--- config.mk ---
export PLATFORM = sky130hd
export DESIGN_NAME = result_writer
export DESIGN_NICKNAME = d
export VERILOG_FILES = /design/src/rtl/result_writer.sv
export SDC_FILE = /design/constraint.sdc
export NUM_CORES = 2
export LEC_CHECK = 0
export BUFFER_PORTS_ARGS = -buffer_cell sky130_fd_sc_hd__buf_2
export CAP_MARGIN = 20
export CORE_AREA = 2 2 416 418
export CTS_CLUSTER_SIZE = 14
export DETAILED_ROUTE_END_ITERATION = 12
export DIE_AREA = 0 0 418 420
export PLACE_DENSITY = 0.77
export REMOVE_ABC_BUFFERS = 1
export SLEW_MARGIN = 20
export SYNTH_ARGS = -nofsm -noshare
export SYNTH_HDL_FRONTEND = slang
export SYNTH_SLANG_ARGS = --single-unit
--- constraint.sdc ---
create_clock -name clk -period 65.4 [get_ports clk]
set_clock_uncertainty 0.15 [all_clocks]
set_input_delay 6.54 -clock clk [delete_from_list [all_inputs] [get_ports clk]]
set_output_delay 6.54 -clock clk [all_outputs]
set_load 0.05 [all_outputs]
--- src/rtl/result_writer.sv ---
// Receive end of the result bus: buffers unthrottled C-tile beats in a FIFO and
// writes each one to memory at its row-major address, pulsing done after the last.
module result_writer #(
  parameter int ARRAY_HEIGHT = 4,
  parameter int ARRAY_WIDTH  = 32,
  parameter int DATA_WIDTH   = 16,
  parameter int BUS_WIDTH    = 256,
  parameter int ADDR_WIDTH   = 32,
  parameter int FIFO_DEPTH   = 8
) (
  input  logic                  clk,
  input  logic                  reset_n,
  input  logic                  start,
  input  logic [ADDR_WIDTH-1:0] base_addr,
  input  logic [15:0]           m,
  input  logic [15:0]           p,
  input  logic [BUS_WIDTH-1:0]  data_i,
  input  logic                  valid_i,
  output logic [ADDR_WIDTH-1:0] mem_addr,
  output logic [BUS_WIDTH-1:0]  mem_wdata,
  output logic                  mem_wvalid,
  input  logic                  mem_wready,
  output logic                  busy,
  output logic                  done,
  output logic                  overflow
);

  localparam int E     = BUS_WIDTH / DATA_WIDTH;
  localparam int CPR   = ARRAY_WIDTH / E;
  localparam int BYTES = DATA_WIDTH / 8;
  localparam int PW    = $clog2(FIFO_DEPTH);

  localparam logic [15:0] CHUNK_LAST = 16'(CPR - 1);
  localparam logic [15:0] ROW_LAST   = 16'(ARRAY_HEIGHT - 1);
  localparam logic [PW:0] CNT_FULL   = (PW+1)'(FIFO_DEPTH);
  localparam logic [PW:0] CNT_ONE    = (PW+1)'(1);
  localparam logic [PW-1:0] PTR_ONE  = PW'(1);

  typedef enum logic [1:0] {IDLE, RUN, DONE} state_t;

  state_t state, state_nxt;

  logic [ADDR_WIDTH-1:0] base_q;
  logic [15:0]           p_q, tc_last, tr_last;
  logic [15:0]           chunk, r, tc, tr;

  logic [BUS_WIDTH-1:0]  fifo_mem [FIFO_DEPTH];
  logic [PW-1:0]         wr_ptr, rd_ptr;
  logic [PW:0]           count;

  logic full, empty, push_req, push, pop, last, start_go;
  logic [31:0] row, col, elem;

  assign full     = (count == CNT_FULL);
  assign empty    = (count == '0);
  assign start_go = (state == IDLE) && start;
  assign push_req = (state == RUN) && valid_i;
  assign pop      = mem_wvalid && mem_wready;
  // A full FIFO still takes a beat when the head leaves in the same cycle.
  assign push     = push_req && (!full || pop);
  assign last     = pop && (chunk == CHUNK_LAST) && (r == ROW_LAST) &&
                    (tc == tc_last) && (tr == tr_last);

  assign busy       = (state == RUN);
  assign done       = (state == DONE);
  assign mem_wvalid = (state == RUN) && !empty;
  assign mem_wdata  = mem_wvalid ? fifo_mem[rd_ptr] : '0;

  // Address tracks the head beat through the counters, so it is valid with mem_wvalid.
  always_comb begin
    row      = 32'(tr) * 32'(ARRAY_HEIGHT) + 32'(r);
    col      = 32'(tc) * 32'(ARRAY_WIDTH) + 32'(chunk) * 32'(E);
    elem     = row * 32'(p_q) + col;
    mem_addr = base_q + ADDR_WIDTH'(elem * 32'(BYTES));
  end

  always_comb begin
    state_nxt = state;
    case (state)
      IDLE:    if (start) state_nxt = RUN;
      RUN:     if (last)  state_nxt = DONE;
      DONE:    state_nxt = IDLE;
      default: state_nxt = IDLE;
    endcase
  end

  always_ff @(posedge clk or negedge reset_n) begin
    if (!reset_n) state <= IDLE;
    else          state <= state_nxt;
  end

  always_ff @(posedge clk or negedge reset_n) begin
    if (!reset_n) begin
      base_q   <= '0;
      p_q      <= '0;
      tc_last  <= '0;
      tr_last  <= '0;
      chunk    <= '0;
      r        <= '0;
      tc       <= '0;
      tr       <= '0;
      wr_ptr   <= '0;
      rd_ptr   <= '0;
      count    <= '0;
      overflow <= 1'b0;
    end else if (start_go) begin
      base_q   <= base_addr;
      p_q      <= p;
      tc_last  <= p / 16'(ARRAY_WIDTH) - 16'd1;
      tr_last  <= m / 16'(ARRAY_HEIGHT) - 16'd1;
      chunk    <= '0;
      r        <= '0;
      tc       <= '0;
      tr       <= '0;
      wr_ptr   <= '0;
      rd_ptr   <= '0;
      count    <= '0;
      overflow <= 1'b0;
    end else begin
      if (push) wr_ptr <= wr_ptr + PTR_ONE;
      if (push_req && full && !pop) overflow <= 1'b1;
      case ({push, pop})
        2'b10:   count <= count + CNT_ONE;
        2'b01:   count <= count - CNT_ONE;
        default: count <= count;
      endcase
      if (pop) begin
        rd_ptr <= rd_ptr + PTR_ONE;
        if (chunk == CHUNK_LAST) begin
          chunk <= '0;
          if (r == ROW_LAST) begin
            r <= '0;
            if (tc == tc_last) begin
              tc <= '0;
              tr <= tr + 16'd1;
            end else begin
              tc <= tc + 16'd1;
            end
          end else begin
            r <= r + 16'd1;
          end
        end else begin
          chunk <= chunk + 16'd1;
        end
      end
    end
  end

  always_ff @(posedge clk) begin
    if (push) fifo_mem[wr_ptr] <= data_i;
  end

endmodule
# Word-level counts from Yosys, hierarchy flattened
# Memory sizes are Yosys's and may differ from the RTL's.
# Cells that the tools add are included.
[totals]
out_inout_bits = 292
ff_bits = 157
mem_bits_rw = 2048
memories = 1
word_cells = 99
inputBits = 325
[classes]
mul = 1
n_eq_ne = 11
mux = 31
add_sub_neg = 14
n_reduce_logical = 28
[mem_list]
columns = ["name", "depth", "word_bits", "rd", "rd_ports_with_merged_regs", "wr", "line", "source"]
rows = [
  ["fifo_mem", 8, 256, 1, 0, 1, "47", "logic [BUS_WIDTH-1:0] fifo_mem [FIFO_DEPTH];"],
]
[ops]
columns = ["op", "count"]
rows = [
  ["16-bit 2-to-1 mux", 17],
  ["256-bit 2-to-1 mux", 1],
  ["16-bit by 1-bit adder with 16-bit output, second input constant", 4],
  ["32-bit adder", 1],
  ["16-bit equality test", 2],
  ["31-bit by 22-bit adder with 31-bit output", 1],
  ["19-bit by 16-bit multiplier with 31-bit output", 1],
  ["21-bit by 20-bit adder with 22-bit output", 1],
  ["18-bit by 16-bit adder with 19-bit output", 1],
  ["16-bit by 1-bit equality test with 1-bit output, second input constant", 1],
  ["16-bit by 2-bit equality test with 1-bit output, second input constant", 1],
  ["14-bit by 1-bit subtractor with 15-bit output, second input constant", 1],
  ["3-bit 2-to-1 mux", 4],
  ["2-bit nonzero test", 6],
  ["11-bit by 1-bit subtractor with 12-bit output, second input constant", 1],
  ["1-bit logical AND", 11],
  ["4-bit case mux with 2 select lines", 1],
  ["3-bit by 1-bit adder with 3-bit output, second input constant", 2],
  ["4-bit by 1-bit adder with 4-bit output, second input constant", 1],
  ["2-bit by 1-bit equality test with 1-bit output, second input constant", 2],
  ["2-bit equality test, second input constant", 2],
  ["4-bit equality test, second input constant", 1],
  ["4-bit logical NOT", 1],
  ["1-bit 2-to-1 mux", 4],
  ["13 further kinds", 17],
]

# Depth between registers and ports, before layout
[depth]
ltp_word = 10
depth_mapped = 39

# Worst setup path after synthesis
# No wires, ideal clock.
[synth_path]
kind = "input to register"
startpoint = "input mem_wready"
endpoint = "memory fifo_mem[2][0], enable pin"
stages = 4
required_ns = 64.011
arrival_time_ns = 25.921
path_slack_ns = 38.090
setup_time_ns = 1.239
path_buffers = 0
cell_sequence = "nand3_1 > a31oi_1 > nand2b_1 > nor3b_1"
[synth_between]
elab_chain_len = 5
[synth_lines]
columns = ["element", "line", "source"]
rows = [
  ["start, declared", "22", "input logic mem_wready,"],
  ["1-bit logical AND", "58", "assign pop = mem_wvalid && mem_wready;"],
  ["1-bit logical OR", "60", "assign push = push_req && (!full || pop);"],
  ["1-bit logical AND", "60", ""],
  ["1-bit 2-to-1 mux", "150", "if (push) fifo_mem[wr_ptr] <= data_i;"],
  ["1-bit 2-to-1 mux (not written as such)", "150", ""],
  ["end, declared", "47", ""],
]
# No other way between the ends.

# Worst setup path in the final report
[layout_path]
startpoint = "register tr[0]"
endpoint = "output mem_addr[31]"
[layout_between]
elab_chain_len = 4
[layout_lines]
columns = ["element", "line", "source"]
rows = [
  ["start, declared", "45", "logic [15:0] chunk, r, tc, tr;"],
  ["start signal, assigned", "135", "tr <= tr + 16'd1;"],
  ["18-bit by 16-bit adder with 19-bit output", "71", "row = 32'(tr) * 32'(ARRAY_HEIGHT) + 32'(r);"],
  ["19-bit by 16-bit multiplier with 31-bit output", "73", "elem = row * 32'(p_q) + col;"],
  ["31-bit by 22-bit adder with 31-bit output", "73", ""],
  ["32-bit adder", "74", "mem_addr = base_q + ADDR_WIDTH'(elem * 32'(BYTES));"],
  ["end, declared", "19", "output logic [ADDR_WIDTH-1:0] mem_addr,"],
]
# No other way between the ends.

==> flow_summary.json <==
{
  "outcome": "finished, final reports clean",
  "syn_area_um2": 97000,
  "synth_top_area_share_pct": 63.4,
  "synthXorXnorAreaFrac_pct": 1.44,
  "cts_setup_buffers": 0,
  "synth_largest_area_cell": "edfxtp_1",
  "synthMostInstantiatedCell": "edfxtp_1",
  "post_drt_wl_per_cell_um": 26.1,
  "period_share_pct": 28.4,
  "finalHoldViolations": 0,
  "synthCells": 5531,
  "num_rows": 152,
  "peakVddDrop_v": 0.0000514,
  "yosys.cell_types.count": 73,
  "maxCapViolations": 0,
  "first_pass_iters": 6,
  "hold_buffers": 0,
  "insertion_delay_ns": 0.85,
  "vias": 51300,
  "worstMarginPinSlew_ns": 1.45,
  "slowest_stage": "o21ai_0",
  "arrival_ns": 11.88,
  "fp.dieW_um": 418,
  "drt-total-wl_um": 225000,
  "ctsHtreeMaxLevel": 4,
  "setup_violations": 0,
  "grtUsageMet2_pct": 43.0,
  "io_pins": 617,
  "crit_fanout": 10,
  "grt_use_total_pct": 25.7,
  "cts_made_buffers": 209,
  "cp_common_cell": "fa_1",
  "dp.cells": 8178,
  "yosys-top-cells-count": "2048 x edfxtp_1, 512 x mux4_2, 390 x nand2_1, 379 x inv_1, 359 x nor2_1",
  "muxShareOfSynthArea_pct": 14.6,
  "critPathLaunchType": "register",
  "use_met3_pct": 5.57,
  "layout_min_cycle_time_ns": 18.57,
  "synth_top_family_by_area": "multiplexers",
  "groute.layer.met1.usage_pct": 31.5,
  "ys_seq_area_share_pct": 67.3,
  "grt_pass1_vias": 53400,
  "fin_tns_setup_ns": 0,
  "cts-root-buf": "clkbuf_16",
  "antenna_found_initial": 89,
  "die_area_um2": 176000,
  "syn_to_final_growth_pct": 12.9,
  "port_buffers": 614,
  "ant_nets": 0,
  "nets": 6891,
  "yosys.area_share.simple_pct": 4.98,
  "max_freq_mhz": 53.9,
  "drc": 0,
  "syn_avg_cell_area_um2": 17.5,
  "rsz0062_at_grt": "false",
  "stdcell_count": 8620,
  "fillers": 11400,
  "synth_edf_count": 2048,
  "worstSetupEndpointType": "output pin",
  "cts.sinks": 2200,
  "seq_area_um2": 65300,
  "synth_ff_type": "edfxtp_1",
  "grt_pass1_wl_um": 333000,
  "synth_top_cells_by_area": "edfxtp_1 63%, mux4_2 12%, fa_1 5.5%",
  "cts_resized": 0,
  "ys_seq_elements": 2200,
  "synth_warnings": 0,
  "hpwl_um": 133000,
  "cts_tree": "yes",
  "placeableCoreArea_um2": 171000,
  "first_iter_violations": 4865,
  "synth_compound_area_share_pct": 1.86,
  "die_h_um": 420,
  "p_leak_uw": 0.0403,
  "clkTransAtPathRegs_ns": 0.06,
  "post_synth_fa_ha_maj_area_fraction_pct": 7.35,
  "overflow": 0,
  "crit_type": "register to output pin",
  "ys_async_sr_fraction_pct": 6.91,
  "final-max-slew-violation-count": 0,
  "power_density_nw_per_um2": 44.4,
  "required_ns": 58.71,
  "grt_max_degree": 167,
  "clockBufferDepth": 3,
  "avgViaCountPerCell": 5.95,
  "gp_congestion": 0.816,
  "grt-busiest-layer": "met2",
  "multi_input_area_um2": 29400,
  "drive_gt1_share_pct": 23.8,
  "cpPeakStageDelay_ns": 0.63,
  "maxSlewHeadroom_pct": 3.05,
  "start_util_pct": 56.7,
  "hp-class": "register to register"
}
[where the power goes]
part           switching, uW  total (uW)  leakage, uW  internal, uW
registers               61.5        1790       0.0206          1730
logic                   1310        1900       0.0164           590
clock network            530        1170      0.00322           643
total                   1900        4860       0.0403          2970
[final cells by class]
cell class / instances / share of cell area [%]
Multi-Input combinational cell: 2691 / 26.8
Clock inverter: 120 / 1.12
Tap cell: 2233 / 2.55
Timing Repair Buffer: 675 / 3.41
Clock buffer: 268 / 5.01
Sequential cell: 2200 / 59.7
Inverter: 379 / 1.30
Antenna cell: 54 / 0.123
[logic make-up (layout without fill, tap and decap cells)]
| group | count (synthesis) | in the layout |
|---|---|---|
| AND/OR/NAND/NOR | 1075 | 1075 |
| XOR/XNOR | 155 | 155 |
| AO/OA/AOI/OAI | 281 | 281 |
| buffers and inverters | 640 | 1442 |
| adder cells (fa/ha/maj) | 410 | 410 |
| other | 0 | 54 |
| multiplexers | 770 | 770 |
| flip-flops | 2200 | 2200 |
[routing by layer]
| layer | up-vias | share of wire, % |
|---|---|---|
| met1 | 26400 | 36 |
| li1 | 22200 | - |
| met2 | 2097 | 51 |
| met5 | - | 0.13 |
| met3 | 487 | 7.7 |
| met4 | 48 | 5.2 |
[critical path: cells and delay by family (launching register included)]
kind / cells / cell delay, ns
AO/OA/AOI/OAI: 15 / 3.81
flip-flops: 1 / 0.48
XOR/XNOR: 2 / 0.82
buffers and inverters: 5 / 0.59
AND/OR/NAND/NOR: 4 / 0.93
adder cells (fa/ha/maj): 10 / 4.43
[state kept, by name, indices dropped and copies added (netlist names)]
register and flops:
p_q 16, count 4, tr 16, tc 16, rd_ptr 3, tr_last 15, chunk 16, base_q 32
overflow 1, wr_ptr 3, fifo_mem 2048, state 2, tc_last 12, r 16
[worst paths after layout]
check,endpoint,from,slack [ns],cells past startpoint
max in group asynchronous,tc_last[6]$_DFFE_PN0P_,reset_n,57.70,3
hold reg to reg,base_q[23]$_DFFE_PN0P_,base_q[23]$_DFFE_PN0P_,0.34,2
min in group asynchronous,p_q[2]$_DFFE_PN0P_,reset_n,5.50,1
setup / recovery,mem_addr[31],tr[0]$_DFFE_PN0P_,46.83,36
setup reg to reg,fifo_mem[3][254]$_DFFE_PP_,state[0]$_DFFE_PN0P_,60.13,9
hold / removal,base_q[23]$_DFFE_PN0P_,base_q[23]$_DFFE_PN0P_,0.34,2
[cells in the final DEF, fill, tap and decap left out, drive strengths merged, types with 11 or more instances in the layout]
master | Yosys | final
xor2 | 68 | 68
nor2 | 359 | 359
mux4 | 512 | 512
or3 | 11 | 11
and3 | 19 | 19
fa | 266 | 266
diode | 0 | 54
ha | 144 | 144
and2 | 139 | 139
a21oi | 72 | 72
nand4 | 19 | 19
clkinv | 0 | 95
inv | 379 | 385
edfxtp | 2048 | 2048
a21o | 37 | 37
o21a | 14 | 14
nor2b | 17 | 17
buf | 100 | 675
o21ai | 81 | 81
bufinv | 0 | 11
mux2i | 258 | 258
clkbuf | 161 | 268
nor4 | 22 | 22
o21bai | 12 | 12
xnor2 | 85 | 85
nand3 | 35 | 35
nor3 | 24 | 24
dfrtp | 152 | 152
nand2 | 391 | 391
[metrics by stage]
stage / util [%] / hold slack [ns] / power, uW / instance area, um^2 / setup slack (ns)
floorplan: - / 0.302 / 3870 / 96000 / 37.25
global placement: 60.0 / 0.307 / 3690 / 103000 / 47.70
detailed placement: 60.0 / 0.324 / 3720 / 103000 / 47.64
CTS: 63.9 / 0.337 / 4900 / 109000 / 46.74
global route: 64.0 / 0.362 / 5040 / 109000 / 46.31
finish: 64.0 / 0.338 / 4860 / 109000 / 46.83
Note: power is estimated with default switching activity, not from simulation.
